**config.mk**
```make
export PLATFORM = sky130hd
export DESIGN_NAME = fetch_unit
export DESIGN_NICKNAME = d
export VERILOG_FILES = /design/src/rtl/fetch_unit.sv
export SDC_FILE = /design/constraint.sdc
export NUM_CORES = 1
export LEC_CHECK = 0
export CORE_MARGIN = 2
export CORE_UTILIZATION = 39
export CTS_CLUSTER_DIAMETER = 80
export CTS_CLUSTER_SIZE = 40
export DETAILED_ROUTE_END_ITERATION = 6
export PLACE_DENSITY = 0.78
export SYNTH_ARGS = -nofsm -noshare
export SYNTH_HDL_FRONTEND = slang
export SYNTH_SLANG_ARGS = --single-unit
```
**constraint.sdc**
```tcl
create_clock -name clk_i -period 4.9 [get_ports clk_i]
set_input_delay 1.225 -clock clk_i [delete_from_list [all_inputs] [get_ports clk_i]]
set_output_delay 1.225 -clock clk_i [all_outputs]
set_load 0.03 [all_outputs]
```
**src/rtl/fetch_unit.sv**
```systemverilog
// fetch_unit: PC generation, 1-cycle imem interface and the FD pipeline register.
// Define RV32C_EN to fetch 16-bit parcels and 32-bit instructions straddling words.
module fetch_unit #(
    parameter logic [31:0] RESET_PC = 32'h0000_0000
) (
    input  logic        clk_i,
    input  logic        reset_i,
    input  logic        F_stall_i,
    input  logic        D_flush_i,
    input  logic        D_predictPC_i,
    input  logic [31:0] D_PCprediction_i,
    input  logic        E_correctPC_i,
    input  logic [31:0] E_PCcorrection_i,
    output logic [31:0] imem_addr_o,
    input  logic [31:0] imem_rdata_i,
    output logic [31:0] FD_PC_o,
    output logic [31:0] FD_instr_o,
    output logic        FD_isRV32C_o,
    output logic        FD_nop_o
);

`ifdef RV32C_EN
    localparam logic [31:0] PC_MASK = 32'hFFFF_FFFE;
`else
    localparam logic [31:0] PC_MASK = 32'hFFFF_FFFC;
`endif
    localparam logic [31:0] NOP     = 32'h0000_0033;
    localparam logic [31:0] PC_INIT = RESET_PC & PC_MASK;

    logic [31:0] pc;
    logic [31:0] next_pc;
    logic [31:0] redirect_pc;
    logic        redirect;
    logic        fetch_valid;
    logic        bubble;
    logic [31:0] fd_pc_d;
    logic [31:0] fd_instr_d;
    logic        fd_nop_d;

    // Execute-stage correction outranks the decode-stage prediction
    assign redirect    = E_correctPC_i | D_predictPC_i;
    assign redirect_pc = (E_correctPC_i ? E_PCcorrection_i
                                        : D_PCprediction_i) & PC_MASK;
    assign imem_addr_o = reset_i ? {PC_INIT[31:2], 2'b00}
                                 : {next_pc[31:2], 2'b00};

`ifdef RV32C_EN
    logic [15:0] parcel;
    logic        is_c;
    logic [15:0] spill;
    logic [15:0] spill_d;
    logic [31:0] spill_pc;
    logic [31:0] spill_pc_d;
    logic        spill_valid;
    logic        spill_valid_d;
    logic        fd_c;
    logic        fd_c_d;

    assign parcel       = pc[1] ? imem_rdata_i[31:16] : imem_rdata_i[15:0];
    assign is_c         = parcel[1:0] != 2'b11;
    assign FD_isRV32C_o = fd_c;

    // Next PC, spill buffer and FD contents for the coming edge
    always_comb begin
        next_pc       = pc;
        spill_d       = spill;
        spill_pc_d    = spill_pc;
        spill_valid_d = spill_valid;
        fd_pc_d       = FD_PC_o;
        fd_instr_d    = FD_instr_o;
        fd_nop_d      = FD_nop_o;
        fd_c_d        = fd_c;
        bubble        = 1'b0;
        if (redirect) begin
            next_pc       = redirect_pc;
            spill_valid_d = 1'b0;
            bubble        = 1'b1;
        end else if (F_stall_i) begin
            next_pc = pc;
        end else if (!fetch_valid) begin
            bubble = 1'b1;
        end else if (spill_valid) begin
            fd_pc_d       = spill_pc;
            fd_instr_d    = {imem_rdata_i[15:0], spill};
            fd_nop_d      = 1'b0;
            fd_c_d        = 1'b0;
            spill_valid_d = 1'b0;
            next_pc       = pc + 32'd2;
        end else if (pc[1] && !is_c) begin
            spill_d       = parcel;
            spill_pc_d    = pc;
            spill_valid_d = 1'b1;
            bubble        = 1'b1;
            next_pc       = {pc[31:2] + 30'd1, 2'b00};
        end else begin
            fd_pc_d    = pc;
            fd_instr_d = is_c ? {16'h0000, parcel} : imem_rdata_i;
            fd_nop_d   = 1'b0;
            fd_c_d     = is_c;
            next_pc    = pc + (is_c ? 32'd2 : 32'd4);
        end
        if (bubble || D_flush_i) begin
            fd_nop_d   = 1'b1;
            fd_instr_d = NOP;
            fd_c_d     = 1'b0;
        end
    end

    // Upper half of a straddling instruction and the compressed flag
    always_ff @(posedge clk_i or posedge reset_i) begin
        if (reset_i) begin
            spill       <= '0;
            spill_pc    <= '0;
            spill_valid <= 1'b0;
            fd_c        <= 1'b0;
        end else begin
            spill       <= spill_d;
            spill_pc    <= spill_pc_d;
            spill_valid <= spill_valid_d;
            fd_c        <= fd_c_d;
        end
    end
`else
    assign FD_isRV32C_o = 1'b0;

    // Next PC and FD contents for the coming edge, words only
    always_comb begin
        next_pc    = pc;
        fd_pc_d    = FD_PC_o;
        fd_instr_d = FD_instr_o;
        fd_nop_d   = FD_nop_o;
        bubble     = 1'b0;
        if (redirect) begin
            next_pc = redirect_pc;
            bubble  = 1'b1;
        end else if (F_stall_i) begin
            next_pc = pc;
        end else if (!fetch_valid) begin
            bubble = 1'b1;
        end else begin
            fd_pc_d    = pc;
            fd_instr_d = imem_rdata_i;
            fd_nop_d   = 1'b0;
            next_pc    = pc + 32'd4;
        end
        if (bubble || D_flush_i) begin
            fd_nop_d   = 1'b1;
            fd_instr_d = NOP;
        end
    end
`endif

    // Fetch PC and the first-fetch flag (no data owed before first edge)
    always_ff @(posedge clk_i or posedge reset_i) begin
        if (reset_i) begin
            pc          <= PC_INIT;
            fetch_valid <= 1'b0;
        end else begin
            pc          <= next_pc;
            fetch_valid <= 1'b1;
        end
    end

    // FD pipeline register
    always_ff @(posedge clk_i or posedge reset_i) begin
        if (reset_i) begin
            FD_PC_o    <= '0;
            FD_instr_o <= NOP;
            FD_nop_o   <= 1'b1;
        end else begin
            FD_PC_o    <= fd_pc_d;
            FD_instr_o <= fd_instr_d;
            FD_nop_o   <= fd_nop_d;
        end
    end

endmodule

```
==> results of run 1 <==
[per-layer routing]
layer	routed length, um	vias up
met4	128	0
met1	5820	2039
met5	0	-
met2	7050	167
li1	-	1968
met3	1270	8
[cell families after synthesis]
family	Yosys count	share of synthesized area, %
compound gates	123	18.8
xor+xnor	15	2.84
fa+ha+maj	1	0.270
buf+inv	38	3.79
flops	94	51.0
mux	35	8.46
other cells	2	0.162
simple gates	118	14.7
[critical path, cell delays in order]
cell and delay [ns]:
sky130_fd_sc_hd__clkdlybuf4s50_1 0.44, sky130_fd_sc_hd__nand3b_4 0.22, sky130_fd_sc_hd__or2_2 0.33, sky130_fd_sc_hd__nor3_1 0.25
sky130_fd_sc_hd__xor2_1 0.23, sky130_fd_sc_hd__o31a_1 0.14, sky130_fd_sc_hd__clkdlybuf4s50_1 0.67
[Yosys cell counts (11+ instances only)]
library cell / instances
sky130_fd_sc_hd__dfrtp_1: 89
sky130_fd_sc_hd__mux2_2: 33
sky130_fd_sc_hd__a22o_1: 28
sky130_fd_sc_hd__nand2_1: 27
sky130_fd_sc_hd__a21oi_1: 23
sky130_fd_sc_hd__clkbuf_1: 19
sky130_fd_sc_hd__nor2_1: 14
sky130_fd_sc_hd__o21ai_0: 14
sky130_fd_sc_hd__nor4_1: 13
sky130_fd_sc_hd__xnor2_1: 13
sky130_fd_sc_hd__a22oi_1: 12
sky130_fd_sc_hd__nand3_1: 12
sky130_fd_sc_hd__and2_1: 11
sky130_fd_sc_hd__o22ai_1: 11
[power by group]
part | total [mW] | switching [mW] | internal (mW)
combinational | 0.660 | 0.347 | 0.314
sequential | 0.944 | 0.0762 | 0.868
clock | 0.696 | 0.288 | 0.408
[final timing paths]
| kind | startpoint | end | slack, ns | cells after the start |
|---|---|---|---|---|
| min reg2reg | FD_instr_o[18]$_DFFE_PP0P_ | FD_instr_o[18]$_DFFE_PP0P_ | 0.51 | 1 |
| max | F_stall_i | imem_addr_o[16] | 0.16 | 7 |
| min in group asynchronous | reset_i | pc[2]$_DFF_PP0_ | 1.24 | 2 |
| max reg2reg | pc[2]$_DFF_PP0_ | pc[24]$_DFF_PP0_ | 2.76 | 7 |
| max in group asynchronous | reset_i | FD_nop_o$_DFFE_PP1P_ | 2.94 | 3 |
| min | FD_instr_o[18]$_DFFE_PP0P_ | FD_instr_o[18]$_DFFE_PP0P_ | 0.51 | 1 |
[registers in the layout, indices dropped and copies added (netlist names)]
signal	cells
FD_instr_o	32
FD_PC_o	30
pc	30
FD_nop_o	1
fetch_valid	1
[area by class of cell]
class | count | area [sq um]
flip-flops and latches | 94 | 2360
inverters | 7 | 30.0
well taps | 143 | 179
clock buffers | 12 | 246
clock inverters | 4 | 47.5
fillers | 966 | 4530
repair buffers | 205 | 2000
multi-input cells | 298 | 2120
==> flow_metrics.tcl, run 1 <==
set metrics [dict create \
    filler_free_cell_count_of_the_finished_design 763 \
    boundaryPins 200 \
    finish.instance_area_sq_um 6980 \
    diodes 0 \
    clock_skew_ns 0.00889 \
    worst-setup-path-type "in -> out" \
    start_util_pct 40.2 \
    die_w_um 113 \
    drc 10 \
    violations_in_the_final_reports "design-rule violations" \
    max-cap-violations 0 \
    cts.reportedPaths.clkPinSlew_ns 0.06 \
    synth-seq-cells 94 \
    timing_hold_violations_final 0 \
    design.final.nets 718 \
    final_common_cell "sky130_fd_sc_hd__clkdlybuf4s50_1" \
    drive_gt1_share_pct 17.3 \
    critical_path.startpoint_type "primary input" \
    met3_usage_pct 7.50 \
    grt_pass1_vias 4321 \
    synth_area_sq_um 4630 \
    grt_start_max_net_pins 91 \
    htree_levels 3 \
    setup-violations-final 0 \
    power.ir.vdd_worst_mv 0.194 \
    port_buffers 190 \
    clock.fmax_ghz 0.211 \
    part_of_the_yosys_area_used_for_sequential_elements_pct 51.0 \
    holdCritPathClass "reg -> reg" \
    numCtsBuffers 9 \
    clk-insertion-delay-late_ns 0.35 \
    critPathMaxFanout 6 \
    cts_hold_buffers 0 \
    vias 4182 \
    core_sq_um 11500 \
    ctsLongestPathBuffers 2 \
    half_perimeter_wire_length_after_detailed_placement_um 10700 \
    synth-warning-count 0 \
    overflow 0 \
    worst_pin_slew_ns 0.576 \
    total_count_of_max_transition_violations_in_the_final_report 0 \
    power_mw 2.30 \
    finish.utilization_pct 60.6 \
    dieHeight_um 113 \
    cellLeakagePower_nw 2.84 \
    dpl.cell_count 747 \
    wirelength_um 14300 \
    dpl_cell_area_sq_um 6690 \
    synth_enable_flop_cells 0 \
    layout_worst_path_cycle_share_pct 96.7 \
    rows 39 \
    postRouteAntennaNets 0 \
    cts.root.buffer_cell "sky130_fd_sc_hd__clkbuf_16" \
    worst-endpoint-required_ns 3.67 \
    post-cts-setup-buffer-count 0 \
    synth_largest_area_cell "sky130_fd_sc_hd__dfrtp_1" \
    critical_path_arrival_ns 3.51 \
    post-synth-top-area-fraction_pct 48.1 \
    grt_first_pass_wirelength_um 22200 \
    dominantRegCellSynth "sky130_fd_sc_hd__dfrtp_1" \
    placement.setup.worst_slack_ns 0.159 \
    post_synth.cell_area_avg_sq_um 10.9 \
    globalRouteMet1Util_pct 26.7 \
    most_frequent_cells_in_the_layout "164 x sky130_fd_sc_hd__clkdlybuf4s50_1, 89 x sky130_fd_sc_hd__dfrtp_1, 37 x sky130_fd_sc_hd__buf_4" \
    async_reset_ff_share_pct 100 \
    relSlewSlack_pct 61.6 \
    synthTopCellsByArea "sky130_fd_sc_hd__dfrtp_1 48%, sky130_fd_sc_hd__mux2_2 8.0%, sky130_fd_sc_hd__a22o_1 5.3%, sky130_fd_sc_hd__dfstp_2 2.8%, sky130_fd_sc_hd__a21oi_1 2.5%" \
    endpoint_kind "output pin" \
    outcome "complete, but fails checks" \
    power_density_nw_per_um2 329 \
    post_drt_via_cell_ratio 5.48 \
    global_route.peak_usage_layer "met2" \
    worst_hold_slack_ns 0.505 \
    detail_route.wl_per_cell_um 18.7 \
    cts_tree "yes" \
    grt.total_usage_pct 22.3 \
    drt_pass1_iterations 6 \
    groute.layer.met2.usage_pct 37.8 \
    drt_first_iter_violations 224 \
    timing.final.crit_period_ns 4.74 \
    dieArea_sq_um 12800 \
    rsz0062_at_grt "false" \
    antenna_found_initial 0 \
    synthesis.instances 426 \
    gp_routability_congestion 0.779 \
    synthDistinctLibCells 56 \
    final.setup.tns_ns 0 \
    cts.sink_count 94 \
    post_cts.resized_instances 0 \
    area.growth.synth_to_final_pct 50.9 \
    setup_slack_ns 0.163 \
]
Power figures use the tool's default switching activity.
==> inputs of run 2 (changes only) <==
--- a/config.mk
+++ b/config.mk
@@ -10,7 +10,8 @@
 export CTS_CLUSTER_DIAMETER = 80
 export CTS_CLUSTER_SIZE = 40
 export DETAILED_ROUTE_END_ITERATION = 6
-export PLACE_DENSITY = 0.78
+export PLACE_DENSITY_LB_ADDON = 0.08
 export SYNTH_ARGS = -nofsm -noshare
 export SYNTH_HDL_FRONTEND = slang
 export SYNTH_SLANG_ARGS = --single-unit
+export TNS_END_PERCENT = 5
==> run 2 against run 1 <==
The run still ends with design-rule violations left. Routed wire length is 3.7% lower. Register-to-register slack worse by 0.03 ns. Die area stayed put. Global-route usage is 0.37 points lower. Final area is 0.27% higher. Flip-flop and latch count stayed put. Critical endpoint is now imem_addr_o[28]. Highest routed layer unchanged.
==> flow_metrics.tcl, run 2 (synthesis results as in run 1) <==
set metrics [dict create \
    outcome "complete, but fails checks" \
    violations_in_the_final_reports "design-rule violations" \
    critical_path.startpoint_type "primary input" \
    rsz0062_at_grt "false" \
    worst-endpoint-required_ns 3.67 \
    post-cts-setup-buffer-count 0 \
    postRouteAntennaNets 0 \
    timing_hold_violations_final 0 \
    final_common_cell "sky130_fd_sc_hd__clkdlybuf4s50_1" \
    wirelength_um 13800 \
    power.ir.vdd_worst_mv 0.170 \
    critical_path_arrival_ns 3.42 \
    half_perimeter_wire_length_after_detailed_placement_um 10300 \
    design.final.nets 725 \
    dieHeight_um 113 \
    worst-setup-path-type "in -> out" \
    grt_start_max_net_pins 27 \
    cts.root.buffer_cell "sky130_fd_sc_hd__clkbuf_16" \
    clock_skew_ns 0.00622 \
    cellLeakagePower_nw 2.86 \
    diodes 0 \
    relSlewSlack_pct 55.1 \
    power_density_nw_per_um2 327 \
    most_frequent_cells_in_the_layout "165 x sky130_fd_sc_hd__clkdlybuf4s50_1, 89 x sky130_fd_sc_hd__dfrtp_1, 46 x sky130_fd_sc_hd__buf_4" \
    vias 4184 \
    post_drt_via_cell_ratio 5.43 \
    grt_first_pass_wirelength_um 22000 \
    cts_hold_buffers 0 \
    regMostFlops "FD_instr_o" \
    largestRegisters "FD_instr_o x32, FD_PC_o x30, pc x30" \
    grt.total_usage_pct 21.9 \
    path_cells "clkdlybuf4s50_1 > nand3b_4 > buf_4 > or4_1 > or4_1 > a21o_1 > a21oi_2 > buf_4" \
    post_cts.resized_instances 0 \
    drive_gt1_share_pct 18.3 \
    largest_register_ff_count 32 \
    critPathMaxFanout 5 \
    dieArea_sq_um 12800 \
    filler_free_cell_count_of_the_finished_design 770 \
    endpoint_kind "output pin" \
    clk-insertion-delay-late_ns 0.34 \
    total_count_of_max_transition_violations_in_the_final_report 0 \
    register_area_sq_um 2360 \
    drt_first_iter_violations 173 \
    critPathTopFamily "simple AND/OR/NAND/NOR gates" \
    dpl.cell_count 754 \
    port_buffers 190 \
    start_util_pct 40.2 \
    timing.final.crit_period_ns 4.64 \
    antenna_found_initial 0 \
    drt_pass1_iterations 6 \
    rows 39 \
    boundaryPins 200 \
    slowest_delay_ns 0.49 \
    layout_worst_path_cycle_share_pct 94.8 \
    numCtsBuffers 9 \
    grt_pass1_vias 4345 \
    htree_levels 3 \
    clock.fmax_ghz 0.215 \
    setup-violations-final 0 \
    detail_route.wl_per_cell_um 17.9 \
    ctsLongestPathBuffers 2 \
    cts.reportedPaths.clkPinSlew_ns 0.06 \
    gp_routability_congestion 0.796 \
    area.growth.synth_to_final_pct 51.4 \
    multiInputGateArea_sq_um 2120 \
    final.setup.tns_ns 0 \
    num-fill-cells 990 \
    die_w_um 113 \
    core_sq_um 11500 \
    cts_tree "yes" \
    crit_path_top_delay_cell "sky130_fd_sc_hd__or4_1" \
    holdCritPathClass "reg -> reg" \
    max-cap-violations 0 \
    cts.sink_count 94 \
    worst_pin_slew_ns 0.669 \
    drc 11 \
    cp.buffers_inverters 3 \
    worst_hold_slack_ns 0.497 \
    overflow 0 \
]
[run 2: cell types whose count changed in the layout (fill, tap and decap cells not counted)]
cell,delta
sky130_fd_sc_hd__clkbuf_8,+1
sky130_fd_sc_hd__buf_4,+9
sky130_fd_sc_hd__clkbuf_1,-2
sky130_fd_sc_hd__inv_8,+1
sky130_fd_sc_hd__bufinv_16,-1
sky130_fd_sc_hd__clkinv_2,-1
sky130_fd_sc_hd__clkdlybuf4s50_1,+1
sky130_fd_sc_hd__clkinvlp_4,-1
sky130_fd_sc_hd__clkinv_4,+3
sky130_fd_sc_hd__buf_12,-3
[run 2: layout make-up]
cell class              instances  share of cell area, %
flip-flops and latches         94                   33.7
multi-input cells             298                   30.3
repair buffers                212                   28.8
clock buffers                  11                   3.61
well taps                     143                   2.55
clock inverters                 5                  0.607
inverters                       7                  0.429
[run 2: layer usage]
metal	part of all wire (%)	wire length [um]	up-vias	GRT usage, %
met4	1.1	157	0	7.32
met2	48	6670	143	36.1
li1	-	-	1979	-
met5	0	0	-	0
met3	8.3	1140	13	6.91
met1	42	5790	2049	27.5
[run 2: worst paths after layout]
path / start / slack (ns) / to / cells past startpoint
worst min-delay path: FD_nop_o$_DFFE_PP1P_ / 0.50 / FD_nop_o$_DFFE_PP1P_ / 2
min in group asynchronous: reset_i / 1.26 / FD_PC_o[8]$_DFFE_PP0P_ / 2
max in group asynchronous: reset_i / 2.99 / FD_instr_o[5]$_DFFE_PP1P_ / 3
worst min register to register: FD_nop_o$_DFFE_PP1P_ / 0.50 / FD_nop_o$_DFFE_PP1P_ / 2
worst max-delay path: F_stall_i / 0.26 / imem_addr_o[28] / 8
worst max register to register: pc[2]$_DFF_PP0_ / 2.73 / pc[28]$_DFF_PP0_ / 7
[run 2: per-stage QoR]
stage	cell area [sq um]	total power [mW]	setup slack [ns]	util (%)
after CTS	7000	2.31	0.252	60.8
after global routing	7000	2.39	0.104	60.8
after floorplan	4650	1.30	0.493	-
after global placement	6710	1.61	0.252	58.2
final	7000	2.29	0.257	60.8
after detailed placement	6710	1.62	0.246	58.2
[run 2: tightest hold or removal path: cells and delay by family, from the launching register on]
| family | cells | cell delay [ns] |
|---|---|---|
| AND/OR/NAND/NOR | 2 | 0.13 |
| flip-flops | 1 | 0.37 |
[run 2: power breakdown]
part           total, mW  internal (mW)  switching [mW]  leakage, nW
Sequential         0.943          0.868          0.0752         1.17
Clock              0.687          0.377           0.310        0.148
Combinational      0.659          0.313           0.346         1.55
==> variant, RTL diff (flow settings as in run 2) <==
The option `RV32C_EN` is turned on by a define.
--- a/src/rtl/fetch_unit.sv
+++ b/src/rtl/fetch_unit.sv
@@ -1,4 +1,6 @@
 // fetch_unit: PC generation, 1-cycle imem interface and the FD pipeline register.
 // Define RV32C_EN to fetch 16-bit parcels and 32-bit instructions straddling words.
+`define RV32C_EN
+
 module fetch_unit #(
     parameter logic [31:0] RESET_PC = 32'h0000_0000
Check against the original RTL: not equivalent (Yosys sat finds a counterexample within 4 cycles, from zero or initial values and one cycle with reset_i high).
==> variant against run 2 <==
Via count rose by 62%. Clock power rose by 100%. Clock skew grew 0.0026 ns. Die area increased by 64%. Total power grew 62%. Combinational power is 26% higher. Register-to-register slack got worse by 0.86 ns. Synthesized cell count rose by 90%. Final area is 54% higher. Worst setup slack worse by 0.25 ns. Sequential cell count rose by 51. Area after synthesis grew 67%. Critical path depth rose by 4. Wire length is 64% higher. Critical path type unchanged. Largest power group unchanged. Highest routed layer unchanged.
==> variant: results (changes against run 2) <==
First-pass GRT wire length - 36700 um (was 22000 um)
Routability Congestion - 0.858 (was 0.796)
Hold Path Origin - FD_nop_o$_DFFE_PP1P_ (unchanged)
Top reg by flops - FD_instr_o (unchanged)
Dpl hpwl - 15900 um (was 10300 um)
Worst-skew pair later-pin latency - 0.43 ns (was 0.34 ns)
Vias in the first global route - 6713 (was 4345)
Yosys Warn Count - 0 (unchanged)
Relative slew slack - 26.8% (was 55.1%)
Final nets - 1108 (was 725)
Max Fanout on Critical Path - 5 (unchanged)
Register area share after synthesis - 47.0% (was 51.0%)
I/O Buffers - 194 (was 190)
Synth top cells by count - dfrtp_1, nand2_1, o21ai_0, mux2i_1, a21oi_1 (was dfrtp_1, mux2_2, a22o_1, nand2_1, a21oi_1)
ANT cells - 0 (unchanged)
Netlist cell types - 63 (was 56)
Clock slew at reported path FFs - 0.06 ns (about the same)
Worst Path Arrival - 3.66 ns (was 3.42 ns)
Leak - 4.48 nW (was 2.86 nW)
Largest net degree at the start of global routing - 70 (was 27)
Synth top area cells - dfrtp_1, mux2i_1, nand2_1 (was dfrtp_1, mux2_2, a22o_1)
Placement Setup Slack - -0.537 ns (was 0.246 ns)
Slowest cell on the critical path - or4_4 (was or4_1)
Critical R2R Launch - spill_valid$_DFFE_PP0P_ (was pc[2]$_DFF_PP0_)
Clk_skew - 0.00887 ns (was 0.00622 ns)
Clock Root Buffer - clkbuf_16 (unchanged)
R2R setup slack - 1.87 ns (was 2.73 ns)
Synthesized instance count - 809 (was 426)
Placed insts - 1246 (was 754)
CTS Buf Count - 17 (was 9)
Via/cell ratio - 5.30 (was 5.43)
Total Routing Usage GR - 22.5% (was 21.9%)
Via total after detailed routing - 6789 (was 4184)
Drt pass-1 iters - 7 (was 6)
Setup crit end kind - output port (unchanged)
Worst R2R End - FD_instr_o[23]$_DFFE_PP0P_ (was pc[28]$_DFF_PP0_)
Layout cell share with drive strength beyond 1 - 16.6% (was 18.3%)
WHS Path Cells - 2 (unchanged)
Ys async rst share - 100% (unchanged)
Status - complete, no violations (was complete, but fails checks)
Top delay family on crit path - compound AO/OA/AOI/OAI gates (was simple AND/OR/NAND/NOR gates)
H-Tree Depth - 4 (was 3)
Clock Path Buffers - 2 (unchanged)
Synth Flop Type - dfrtp_1 (unchanged)
Max FFs per register - 32 (unchanged)
Final wirelength - 22500 um (was 13800 um)
Hold WS - 0.454 ns (was 0.497 ns)
Hold EP - FD_nop_o$_DFFE_PP1P_ (unchanged)
Initial DRC count - 338 (was 173)
Maximum vdd drop - 0.238 mV (was 0.170 mV)
Worst reg2reg path depth - 5 (was 7)
Largest stage delay on the critical path - 0.44 ns (was 0.49 ns)
Antenna violations before repair - 0 (unchanged)
[variant: changes by cell type in the layout (fill, tap and decap cells not counted), moves of 26 or more]
cell     change
o21ai_0     +52
nor2_1      +29
dfrtp_1     +50
mux2i_1     +59
nand2_1     +79
a22o_1      -27
nor3_1      +26
[variant: tightest hold or removal path: cells and delay by family, from the launching register on]
| family | cells | cell delay [ns] |
|---|---|---|
| DFF | 1 | 0.37 |
| and+or+nand+nor | 2 | 0.09 |
[variant: power by group]
| group | switching [mW] | internal, mW | total (mW) |
|---|---|---|---|
| combinational | 0.451 | 0.382 | 0.833 |
| clock | 0.531 | 0.869 | 1.40 |
| sequential | 0.117 | 1.35 | 1.47 |
[variant: final cells by class]
cell class	count	area, sq um
well taps	265	332
multi-input cells	592	3870
clock buffers	20	447
fillers	1806	8690
repair buffers	239	2270
clock inverters	12	183
inverters	8	35.0
flip-flops and latches	145	3640
[variant: kinds of logic (layout without fill, tap and decap cells)]
| group | after synthesis | in the layout | synth area share (%) |
|---|---|---|---|
| AO/OA/AOI/OAI | 204 | 204 | 17.0 |
| XOR/XNOR | 15 | 15 | 1.70 |
| adder cells (fa/ha/maj) | 3 | 3 | 0.486 |
| buffers and inverters | 74 | 279 | 4.06 |
| flip-flops | 145 | 145 | 47.0 |
| multiplexers | 95 | 95 | 12.9 |
| other | 2 | 4 | 0.0972 |
| AND/OR/NAND/NOR | 271 | 271 | 16.8 |
[variant: how the worst max path moves through the flow]
stage	startpoint	endpoint	slack, ns	cells past startpoint
2_1_floorplan	imem_rdata_i[17]	imem_addr_o[29]	-0.27	11
3_5_place_dp	imem_rdata_i[1]	imem_addr_o[29]	-0.54	12
3_3_place_gp	imem_rdata_i[17]	imem_addr_o[29]	-0.51	12
6_report	imem_rdata_i[0]	imem_addr_o[29]	0.01	12
4_1_cts	imem_rdata_i[1]	imem_addr_o[29]	0.04	12
5_1_grt	imem_rdata_i[16]	imem_addr_o[15]	-0.05	13
[variant: stage by stage]
stage	utilization [%]	instance area, sq um
after floorplan	-	7760
after global placement	51.7	10100
after detailed placement	51.7	10100
after CTS	55.1	10700
after global routing	55.3	10800
final	55.3	10800
[variant: timing repair]
action / CTS / global route
pin swaps: 12 / 6
resized for setup: 25 / 9
hold buffers: 0 / 0
setup buffers: 2 / 1
endpoints found under the hold margin: 0 / 0
endpoints found under the setup margin: 13 / 6
[variant: layer usage]
layer	track usage [%]	vias up	share of wire, %
met5	0	-	0
met4	5.93	0	1.2
met3	5.82	18	6.1
met2	35.3	199	46
met1	31.2	3265	47
li1	-	3307	-
